[config.mk]
export PLATFORM = sky130hd
export DESIGN_NAME = icache_dm
export DESIGN_NICKNAME = d
export VERILOG_FILES = /design/src/rtl/icache_pkg.sv /design/src/rtl/icache_array.sv /design/src/rtl/icache_dm.sv
export SDC_FILE = /design/constraint.sdc
export NUM_CORES = 1
export LEC_CHECK = 0
export ABC_CLOCK_PERIOD_IN_PS = 10600
export CAP_MARGIN = 20
export CORE_MARGIN = 2
export CORE_UTILIZATION = 63
export DETAILED_ROUTE_END_ITERATION = 7
export PLACE_DENSITY = 0.84
export SETUP_SLACK_MARGIN = 0.1
export SLEW_MARGIN = 20
export SYNTH_ARGS = -nofsm -noshare
export SYNTH_HDL_FRONTEND = slang
export SYNTH_HIERARCHICAL = 1
export SYNTH_SLANG_ARGS = --single-unit
[constraint.sdc]
create_clock -name clk -period 10.6 [get_ports clk]
set_input_delay 2.65 -clock clk [delete_from_list [all_inputs] [get_ports clk]]
set_output_delay 2.65 -clock clk [all_outputs]
set_load 0.03 [all_outputs]
[src/rtl/icache_pkg.sv]
// icache_pkg: shared types and address-field helpers for the direct-mapped
// instruction cache.
//   state_e    : refill FSM states
//   addr_tag   : tag field of a byte address for a LINES x WORDS geometry
//   addr_idx   : line index field
//   addr_word  : word-in-block field
package icache_pkg;

   localparam int unsigned DATA_W = 32;
   localparam int unsigned ADDR_W = 32;

   typedef enum logic [1:0] {
      IDLE      = 2'd0,
      REFILL    = 2'd1,
      FILL_DONE = 2'd2
   } state_e;

   // Ceiling log2 usable on non-constant arguments.
   function automatic int unsigned log2c(input int unsigned v);
      int unsigned r;
      r = 0;
      while ((32'd1 << r) < v) r++;
      return r;
   endfunction

   function automatic logic [ADDR_W-1:0] addr_tag(input logic [ADDR_W-1:0] a,
                                                   input int unsigned lines,
                                                   input int unsigned words);
      return a >> (2 + log2c(words) + log2c(lines));
   endfunction

   function automatic logic [ADDR_W-1:0] addr_idx(input logic [ADDR_W-1:0] a,
                                                   input int unsigned lines,
                                                   input int unsigned words);
      return (a >> (2 + log2c(words))) & (lines - 1);
   endfunction

   function automatic logic [ADDR_W-1:0] addr_word(input logic [ADDR_W-1:0] a,
                                                    input int unsigned words);
      return (a >> 2) & (words - 1);
   endfunction

endpackage

[src/rtl/icache_array.sv]
// icache_array: valid/tag/data storage of the direct-mapped cache.
//   clk, rst_n          : clock, async active-low reset (valid bits only)
//   i_clear             : invalidate every line (wins over i_set_valid)
//   i_we/i_wr_*         : write one data word; i_tag_we writes the line tag
//   i_set_valid         : mark i_wr_line valid
//   i_rd_line/i_rd_word : combinational read port -> o_rd_valid/tag/data
module icache_array
   import icache_pkg::*;
#(
   parameter  int unsigned LINES = 4,
   parameter  int unsigned WORDS = 4,
   parameter  int unsigned TAG_W = 26,
   localparam int unsigned IDX_W = $clog2(LINES),
   localparam int unsigned WRD_W = (WORDS > 1) ? $clog2(WORDS) : 1
) (
   input  logic              clk,
   input  logic              rst_n,
   input  logic              i_clear,
   input  logic              i_we,
   input  logic [IDX_W-1:0]  i_wr_line,
   input  logic [WRD_W-1:0]  i_wr_word,
   input  logic [DATA_W-1:0] i_wr_data,
   input  logic              i_tag_we,
   input  logic [TAG_W-1:0]  i_wr_tag,
   input  logic              i_set_valid,
   input  logic [IDX_W-1:0]  i_rd_line,
   input  logic [WRD_W-1:0]  i_rd_word,
   output logic              o_rd_valid,
   output logic [TAG_W-1:0]  o_rd_tag,
   output logic [DATA_W-1:0] o_rd_data
);

   logic [LINES-1:0]  r_valid;
   logic [TAG_W-1:0]  r_tag  [LINES];
   logic [DATA_W-1:0] r_data [LINES][WORDS];

   always_ff @(posedge clk or negedge rst_n) begin
      if (!rst_n) begin
         r_valid <= '0;
      end else if (i_clear) begin
         r_valid <= '0;
      end else if (i_set_valid) begin
         r_valid[i_wr_line] <= 1'b1;
      end
   end

   // Tag and data need no reset: they are only observed behind a valid bit.
   always_ff @(posedge clk) begin
      if (i_we) r_data[i_wr_line][i_wr_word] <= i_wr_data;
      if (i_tag_we) r_tag[i_wr_line] <= i_wr_tag;
   end

   assign o_rd_valid = r_valid[i_rd_line];
   assign o_rd_tag   = r_tag[i_rd_line];
   assign o_rd_data  = r_data[i_rd_line][i_rd_word];

endmodule

[src/rtl/icache_dm.sv]
// icache_dm: direct-mapped read-only instruction cache.
//   clk, reset            : clock, async active-low reset
//   cpu_req/cpu_addr      : fetch request and byte address
//   flush                 : invalidate all lines (pulse)
//   cpu_instr/cpu_ready   : same-cycle hit data and hit flag
//   mem_req/mem_addr      : refill beat request (held until mem_valid)
//   mem_rdata/mem_valid   : refill beat data and completion
//   hit_cnt/miss_cnt      : saturating hit / refill counters
module icache_dm
   import icache_pkg::*;
#(
   parameter  int unsigned LINES = 4,
   parameter  int unsigned WORDS = 4,
   localparam int unsigned TAG_W = 32 - 2 - $clog2(WORDS) - $clog2(LINES)
) (
   input  logic        clk,
   input  logic        reset,
   input  logic        cpu_req,
   input  logic [31:0] cpu_addr,
   input  logic        flush,
   output logic [31:0] cpu_instr,
   output logic        cpu_ready,
   output logic        mem_req,
   output logic [31:0] mem_addr,
   input  logic [31:0] mem_rdata,
   input  logic        mem_valid,
   output logic [31:0] hit_cnt,
   output logic [31:0] miss_cnt
);

   localparam int unsigned IDX_W = $clog2(LINES);
   localparam int unsigned WRD_W = (WORDS > 1) ? $clog2(WORDS) : 1;
   localparam logic [31:0] BLK_MASK = ~(32'(WORDS * 4) - 32'd1);

   state_e            r_state, w_state_nxt;
   logic [31:0]       r_base;
   logic [WRD_W-1:0]  r_beat;
   logic              r_flush_pend;
   logic [31:0]       r_hit_cnt, r_miss_cnt;

   logic [IDX_W-1:0]  w_lk_idx, w_rf_idx;
   logic [WRD_W-1:0]  w_lk_word;
   logic [TAG_W-1:0]  w_lk_tag, w_rf_tag;
   logic              w_rd_valid;
   logic [TAG_W-1:0]  w_rd_tag;
   logic [31:0]       w_rd_data;
   logic              w_hit, w_miss_start, w_beat_ack, w_last_beat, w_flush_any;
   logic              w_clear, w_set_valid;

   assign w_lk_idx  = IDX_W'(addr_idx(cpu_addr, LINES, WORDS));
   assign w_lk_word = WRD_W'(addr_word(cpu_addr, WORDS));
   assign w_lk_tag  = TAG_W'(addr_tag(cpu_addr, LINES, WORDS));
   assign w_rf_idx  = IDX_W'(addr_idx(r_base, LINES, WORDS));
   assign w_rf_tag  = TAG_W'(addr_tag(r_base, LINES, WORDS));

   assign w_hit        = cpu_req && w_rd_valid && (w_rd_tag == w_lk_tag) &&
                         (r_state == IDLE) && !flush;
   assign w_miss_start = cpu_req && !w_hit && (r_state == IDLE) && !flush;
   assign w_beat_ack   = (r_state == REFILL) && mem_valid;
   assign w_last_beat  = w_beat_ack && (r_beat == WRD_W'(WORDS - 1));
   // A flush arriving on the final beat must also keep the new line invalid.
   assign w_flush_any  = r_flush_pend || flush;

   icache_array #(
      .LINES (LINES),
      .WORDS (WORDS),
      .TAG_W (TAG_W)
   ) u_array (
      .clk         (clk),
      .rst_n       (reset),
      .i_clear     (w_clear),
      .i_we        (w_beat_ack),
      .i_wr_line   (w_rf_idx),
      .i_wr_word   (r_beat),
      .i_wr_data   (mem_rdata),
      .i_tag_we    (w_last_beat),
      .i_wr_tag    (w_rf_tag),
      .i_set_valid (w_set_valid),
      .i_rd_line   (w_lk_idx),
      .i_rd_word   (w_lk_word),
      .o_rd_valid  (w_rd_valid),
      .o_rd_tag    (w_rd_tag),
      .o_rd_data   (w_rd_data)
   );

   // State register.
   always_ff @(posedge clk or negedge reset) begin
      if (!reset) r_state <= IDLE;
      else        r_state <= w_state_nxt;
   end

   // Next-state logic.
   always_comb begin
      w_state_nxt = r_state;
      unique case (r_state)
         IDLE:      if (w_miss_start) w_state_nxt = REFILL;
         REFILL:    if (w_last_beat) w_state_nxt = FILL_DONE;
         FILL_DONE: w_state_nxt = IDLE;
         default:   w_state_nxt = IDLE;
      endcase
   end

   // Outputs and array control.
   always_comb begin
      cpu_ready   = w_hit;
      cpu_instr   = w_hit ? w_rd_data : 32'd0;
      mem_req     = 1'b0;
      mem_addr    = 32'd0;
      w_set_valid = w_last_beat && !w_flush_any;
      w_clear     = 1'b0;
      unique case (r_state)
         IDLE: w_clear = flush;
         REFILL: begin
            mem_req  = 1'b1;
            mem_addr = r_base + 32'({r_beat, 2'b00});
            w_clear  = w_last_beat && w_flush_any;
         end
         FILL_DONE: w_clear = w_flush_any;
         default: ;
      endcase
   end

   // Refill datapath and flush bookkeeping.
   always_ff @(posedge clk or negedge reset) begin
      if (!reset) begin
         r_base       <= 32'd0;
         r_beat       <= '0;
         r_flush_pend <= 1'b0;
      end else begin
         if (w_miss_start) begin
            r_base <= cpu_addr & BLK_MASK;
            r_beat <= '0;
         end else if (w_beat_ack) begin
            r_beat <= r_beat + 1'b1;
         end
         if (r_state == FILL_DONE)                r_flush_pend <= 1'b0;
         else if (r_state == REFILL && flush)     r_flush_pend <= 1'b1;
      end
   end

   // Saturating statistics.
   always_ff @(posedge clk or negedge reset) begin
      if (!reset) begin
         r_hit_cnt  <= 32'd0;
         r_miss_cnt <= 32'd0;
      end else begin
         if (w_hit && (r_hit_cnt != 32'hFFFF_FFFF))         r_hit_cnt  <= r_hit_cnt + 32'd1;
         if (w_miss_start && (r_miss_cnt != 32'hFFFF_FFFF)) r_miss_cnt <= r_miss_cnt + 32'd1;
      end
   end

   assign hit_cnt  = r_hit_cnt;
   assign miss_cnt = r_miss_cnt;

endmodule

==> results.md, run 1 <==
- Yosys cell types: 47
- Starting Density: 0.638
- Num ports: 199
- WHS Path Cells: 1
- Relative max-transition margin: 0.254
- Leading area contributor after synthesis: edfxtp_1
- Worst hold margin: 0.483 ns
- Rows: 77
- Power Total: 6.94 mW
- Die W: 216 µm
- GRT Total Usage: 0.287
- Worst reg2reg path depth: 8
- Setup Skew: 0.0335 ns
- Max clock buf depth: 3
- Max-cap viol count: 0
- Nets: 1,736
- I/O Buffers: 194
- Asr flop ratio synth: 0.141
- Share of cells above drive strength 1: 0.212
- GRT overflow: 0
- Yosys warning count: 6
- Synth Instances: 1,429
- Endpoints failing setup: 0
- DR iter-0 viols: 1,836
- Top-area cell type share of the netlist area: 0.656
- Pre-antenna DRT Iters: 6
- DP Wirelength: 32,700 µm
- RSZ-0062 raised after global routing: no
- Vias per cell: 6.54
- Cell area after synthesis: 0.0282 mm²
- Final Core Density: 0.752
- Crit path max fanout: 42
- Peak VDD IR: 229 µV
- HP Class: flip-flop to flip-flop
- DRT Wirelength: 66,400 µm
- Root Driver: clkbuf_16
- Setup TNS: 0 ns
- Max frequency: 0.105 GHz
- Max-slew violation count: 0
- Vias in the first global route: 15,707
- Final Cycle Share: 0.895
- Setup Fix Bufs, Post-CTS: 0
- TritonCTS clock tree: built
- Synth Register Bits: 717
- Final Hold Vio Count: 0
- Final antenna-violating net count: 0
- DRC viols: 0
- Hold-fix buffers at CTS: 0
- Min cycle time layout: 9.49 ns
- Routed length per instance: 28.7 µm
- Resize count post-CTS: 0
- Fillers: 2,347
- Worst-Margin Slew: 1.12 ns
- Primary FF master, synth: edfxtp_1
- Crit path kind: input pin to output port
- Chip height: 216 µm
- Req. time, crit path: 7.95 ns
- Area contributors post-synth: edfxtp_1 (66%), mux4_2 (12%), dfrtp_1 (9.0%)
- Clk slew on worst S/H paths: 0.06 ns
- CTS HTree Levels: 3
- Worst-Skew Late Latency: 0.63 ns
- Number of synthesized flops with an enable pin: 616
- Syn Area/Cell: 19.7 µm²
- Cts bufs inserted: 73
- Initial antenna violation count: 3
- DR vias: 15,151
- Worst Path Arrival: 6.84 ns
- Core Area: 0.0442 mm²
- Area grow syn2layout: 17.9%
- Global-route wire length before repair: 96,800 µm
- Most frequent cells in the layout: edfxtp_1 (616), clkdlybuf4s50_1 (191), mux4_2 (155)
- Leakage power figure: 11.2 nW
- Crit start category: input pin
- Sequential share of the synthesized area: 0.745
- Crit. End Element: output port
- Cell Pwr Density: 209 mW/mm²
- Status: finished clean
- Largest net degree at the start of global routing: 68
- CTS Sinks: 717
- Die area: 0.0465 mm²
- Commonest non-fill, non-tap cell in the layout: edfxtp_1
- RePlAce Congestion: 0.784
state kept, by name, summed over array words and instances (netlist names):
| name | cells |
|---|---|
| u_array/r_data | 512 |
| u_array/r_tag | 104 |
| hit_cnt | 32 |
| miss_cnt | 32 |
| r_base | 28 |
| u_array/r_valid | 4 |
| r_beat | 2 |
| r_state | 2 |
| r_flush_pend | 1 |
path summary, 6_finish.rpt:
| check | from | to | slack, ns |
|---|---|---|---|
| worst max register to register | u_array/r_tag[3][22] | hit_cnt[31] | 6.91 |
| min in group asynchronous | reset | r_base[17] | 2.01 |
| max in group asynchronous | reset | miss_cnt[16] | 7.33 |
| worst min-delay path | hit_cnt[29] | hit_cnt[29] | 0.48 |
| worst max-delay path | cpu_addr[4] | cpu_instr[11] | 1.11 |
| worst min register to register | hit_cnt[29] | hit_cnt[29] | 0.48 |
power by group:
part	total, mW	internal, mW	switching (mW)
combinational	0.928	0.365	0.564
sequential	3.51	3.35	0.156
clock	2.50	1.43	1.07
worst max-delay path, cell delays in order:
cell	delay (ns)
buf_8	0.26
buf_4	0.72
mux4_2	0.62
xor2_1	0.17
nor3_1	0.17
nand4_1	0.19
nor2_4	0.79
buf_4	0.30
and2_1	0.18
clkdlybuf4s50_1	0.70
layout make-up:
type / instances / area (µm²) / area share
Antenna cell: 2 / 5.00 / 0.000150
Clock buffer: 93 / 1930 / 0.0581
Clock inverter: 39 / 389 / 0.0117
Inverter: 10 / 37.5 / 0.00113
Multi-Input combinational cell: 636 / 6880 / 0.207
Sequential cell: 717 / 21000 / 0.632
Tap cell: 592 / 741 / 0.0223
Timing Repair Buffer: 226 / 2250 / 0.0676
per-stage QoR:
stage               area (µm²)  cells  setup WS, ns
detailed placement       30800   2178          1.22
floorplan                28200   1430          2.36
CTS                      33200   2310          1.09
global placement         30800   2178          1.25
finish                   33300   2315          1.11
global route             33300   2314         0.797
logic make-up (layout without fill, tap and decap cells):
| family | Yosys count | after routing | synth area share |
|---|---|---|---|
| AO/OA/AOI/OAI | 78 | 78 | 0.0208 |
| XOR/XNOR | 89 | 89 | 0.0276 |
| adder cells (fa/ha/maj) | 3 | 3 | 0.00133 |
| buffers and inverters | 77 | 368 | 0.0153 |
| flip-flops | 717 | 717 | 0.745 |
| multiplexers | 184 | 184 | 0.135 |
| other | 1 | 4 | 0.000133 |
| AND/OR/NAND/NOR | 280 | 280 | 0.0539 |
cells in the mapped netlist (3+ instances only):
library cell,count
a22oi_1,65
a31oi_1,4
and2_1,65
and3_1,15
and4_1,5
buf_1,8
buf_2,4
buf_4,17
buf_6,10
clkbuf_1,28
dfrtp_1,101
edfxtp_1,616
ha_1,3
inv_1,10
mux2_2,29
mux4_2,155
nand2_1,69
nand3_1,30
nand4_1,21
nor2_1,32
nor2b_1,3
nor3_1,17
nor3_2,4
nor4_1,3
o21ai_0,3
xnor2_1,55
xor2_1,34
per-layer routing:
| layer | GRT usage | up-vias | wire length [µm] |
|---|---|---|---|
| met3 | 0.0592 | 139 | 5810 |
| met2 | 0.463 | 940 | 33600 |
| met1 | 0.386 | 7865 | 25000 |
| met5 | 0 | - | 13 |
| met4 | 0.126 | 2 | 2040 |
| li1 | - | 6205 | - |
Note: power is estimated with default switching activity, not from simulation.
==> run 2, diff against run 1 <==
CORE_UTILIZATION = 66   (was 63)
DONT_BUFFER_PORTS = 1   (was unset)
PLACE_DENSITY = 0.81   (was 0.84)
==> run 2 against run 1 <==
  * Worst setup slack gained 1.2 ns
  * Sequential power barely moved
  * First-iteration DRC count fell by 18%
  * Sequential share of layout area up 4.2 points
  * Power fell by 3.1%
  * Design area fell by 6.2%
  * Combinational power down 27%
  * Non-clock buffer count down 200
  * Global-route usage fell by 0.091 points
  * Count of clock-buffer cells in the layout fell by 8
  * Core utilization down 1.0 points
==> results.md, run 2 (same netlist as run 1, synthesis figures left out) <==
- Endpoints failing setup: 0 (unchanged)
- Global-route wire length before repair: 91,300 µm (-5.7%)
- Die area: 0.0444 mm² (-4.5%)
- Min cycle time layout: 8.29 ns (-1.21 ns)
- Met2 routed WL: 31,000 µm (-7.6%)
- Post-Layout Inst Area: 0.0312 mm² (-6.2%)
- TritonCTS clock tree: built
- I/O Buffers: 0 (-100%)
- FF+latch area: 0.0210 mm² (unchanged)
- Max-cap viol count: 0 (unchanged)
- Commonest non-fill, non-tap cell in the layout: edfxtp_1
- Cell Pwr Density: 215 mW/mm² (+3.3%)
- Power Total: 6.72 mW (-3.1%)
- Vias per cell: 6.85 (+4.6%)
- Largest net degree at the start of global routing: 157 (+130%)
- Crit-path cells: mux4_2 -> xnor2_1 -> nand4_1 -> or4_1 -> nor2_4 -> buf_4 -> and2_1
- Die W: 211 µm (-2.3%)
- Crit path max fanout: 156 (+270%)
- Crit-path max cell delay: 0.64 ns (-0.15 ns)
- Worst-Skew Late Latency: 0.61 ns (-0.02 ns)
- Routed length per instance: 30.1 µm (+5.1%)
- DR iter-0 viols: 1,514 (-18%)
- GRT overflow: 0 (unchanged)
- Clk pwr share: 0.375 (+0.015)
- Rows: 75 (-2.6%)
- CTS HTree Levels: 3 (unchanged)
- RePlAce Congestion: 0.755 (-3.7%)
- Metal3 WL: 5950 µm (+2.5%)
- Num ports: 199 (unchanged)
- DP Wirelength: 31,200 µm (-4.6%)
- Top Registers: u_array/r_data: 512 flops, u_array/r_tag: 104 flops
- RSZ-0062 raised after global routing: no
- Root Driver: clkbuf_16
- Req. time, crit path: 7.95 ns (about the same)
- P_sw: 1.68 mW (-6.4%)
- Crit path kind: input pin to output port
- R2R setup slack: 7.25 ns (+0.34 ns)
- Crit start category: input pin
- Setup TNS: 0 ns (unchanged)
- Relative max-transition margin: 0.317 (+0.0628)
- GRT Total Usage: 0.286 (-0.000912)
- CTS Sinks: 717 (unchanged)
- Met1 wire length: 22,900 µm (-8.4%)
- Final Cycle Share: 0.782 (-0.114)
- Max frequency: 0.121 GHz (+15%)
- Max reg flops: 512 (unchanged)
- Starting Density: 0.671 (+0.0331)
- Fillers: 2,249 (-4.2%)
- Status: finished clean
- Top Layer Used: met4
- Hold_sp: u_array/r_valid[2]
- WHS Path Cells: 2 (+1)
- Crit Reg-Reg Startpoint: u_array/r_tag[1][22]
- RR Endpoint: hit_cnt[31]
- Pre-antenna DRT Iters: 5 (-1)
- Nets: 1,533 (-12%)
- WP buf/inv: 1 (-3)
- Most frequent cells in the layout: edfxtp_1 (616), mux4_2 (155), dfrtp_1 (101)
- Max clock buf depth: 3 (unchanged)
- DRT Wirelength: 62,000 µm (-6.6%)
- Cts bufs inserted: 70 (-4.1%)
- Most flops, register: u_array/r_data
- Reg power frac: 0.524 (+0.018)
- CP max-delay cell: or4_1
- Worst-Margin Slew: 1.03 ns (-0.0943 ns)
- Multi-input logic area: 0.00688 mm² (unchanged)
- Delay-heaviest family, CP: simple AND/OR/NAND/NOR gates
- DR vias: 14,090 (-7.0%)
- Sw Ratio: 0.250 (-0.00866)
- DRC viols: 0 (unchanged)
- Total placed instance area: 0.0288 mm² (-6.6%)
- Crit. End Element: output port
- Setup Fix Bufs, Post-CTS: 0 (unchanged)
- Area grow syn2layout: 10.6%
- Chip height: 211 µm (-2.3%)
- Leakage power figure: 10.5 nW (-6.6%)
- Initial antenna violation count: 0 (-3)
- Worst hold margin: 0.514 ns (+0.0310 ns)
- WHS Endpoint: u_array/r_valid[2]
- Final Hold Vio Count: 0 (unchanged)
- P_int: 5.04 mW (-2.0%)
- Hold-fix buffers at CTS: 0 (unchanged)
- Final antenna-violating net count: 0 (unchanged)
- Max-slew violation count: 0 (unchanged)
- Worst Path Arrival: 5.64 ns (-1.20 ns)
- Share of cells above drive strength 1: 0.234 (+0.0222)
- Worst reg2reg path depth: 8 (unchanged)
- Peak VDD IR: 233 µV (+1.7%)
- Setup Skew: 0.0171 ns (-0.0164 ns)
- Clk slew on worst S/H paths: 0.06 ns (about the same)
- Comb power frac: 0.101 (-0.033)
- Vias in the first global route: 14,515 (-7.6%)
- Core Area: 0.0420 mm² (-4.9%)
- HP Class: flip-flop to flip-flop
- Resize count post-CTS: 0 (unchanged)
==> run 2: worst max-delay path by stage <==
stage | endpoint | start | cells past startpoint
6_report | cpu_instr[19] | cpu_addr[4] | 7
5_1_grt | cpu_instr[19] | cpu_addr[4] | 7
4_1_cts | cpu_instr[19] | cpu_addr[4] | 7
3_5_place_dp | cpu_instr[20] | cpu_addr[4] | 7
3_3_place_gp | cpu_instr[22] | cpu_addr[4] | 7
2_1_floorplan | cpu_instr[22] | cpu_addr[4] | 10
==> run 2: layout make-up <==
class,instances,area share
Sequential cell,717,0.674
Multi-Input combinational cell,636,0.221
Clock buffer,85,0.0599
Tap cell,539,0.0216
Clock inverter,41,0.0152
Timing Repair Buffer,26,0.00730
Inverter,10,0.00120
Antenna cell,4,0.000321
==> run 2: worst min-delay path, delay by kind of cell, from the launching register on <==
kind / cells / cell delay [ns]
compound gates: 1 / 0.04
flops: 1 / 0.34
simple gates: 1 / 0.09
==> run 2: power by group through the flow <==
stage / Combinational [mW] / Clock, mW / Sequential [mW]
2_1_floorplan: 0.537 / 0 / 3.51
3_3_place_gp: 0.655 / 0 / 3.54
3_5_place_dp: 0.670 / 0 / 3.57
4_1_cts: 0.678 / 2.56 / 3.52
5_1_grt: 0.709 / 2.65 / 3.54
6_report: 0.679 / 2.52 / 3.52
==> run 2: per-layer routing <==
layer  track usage  vias up
met5             0        -
met4         0.118        0
met3        0.0779      155
met2         0.461      820
met1         0.376     7344
li1              -     5771
==> run 2: per-stage QoR <==
step	util	std cells	setup WS, ns
floorplan	-	1430	2.36
global placement	0.685	1926	2.40
detailed placement	0.685	1926	2.33
CTS	0.741	2052	2.30
global route	0.742	2054	2.22
finish	0.742	2058	2.31
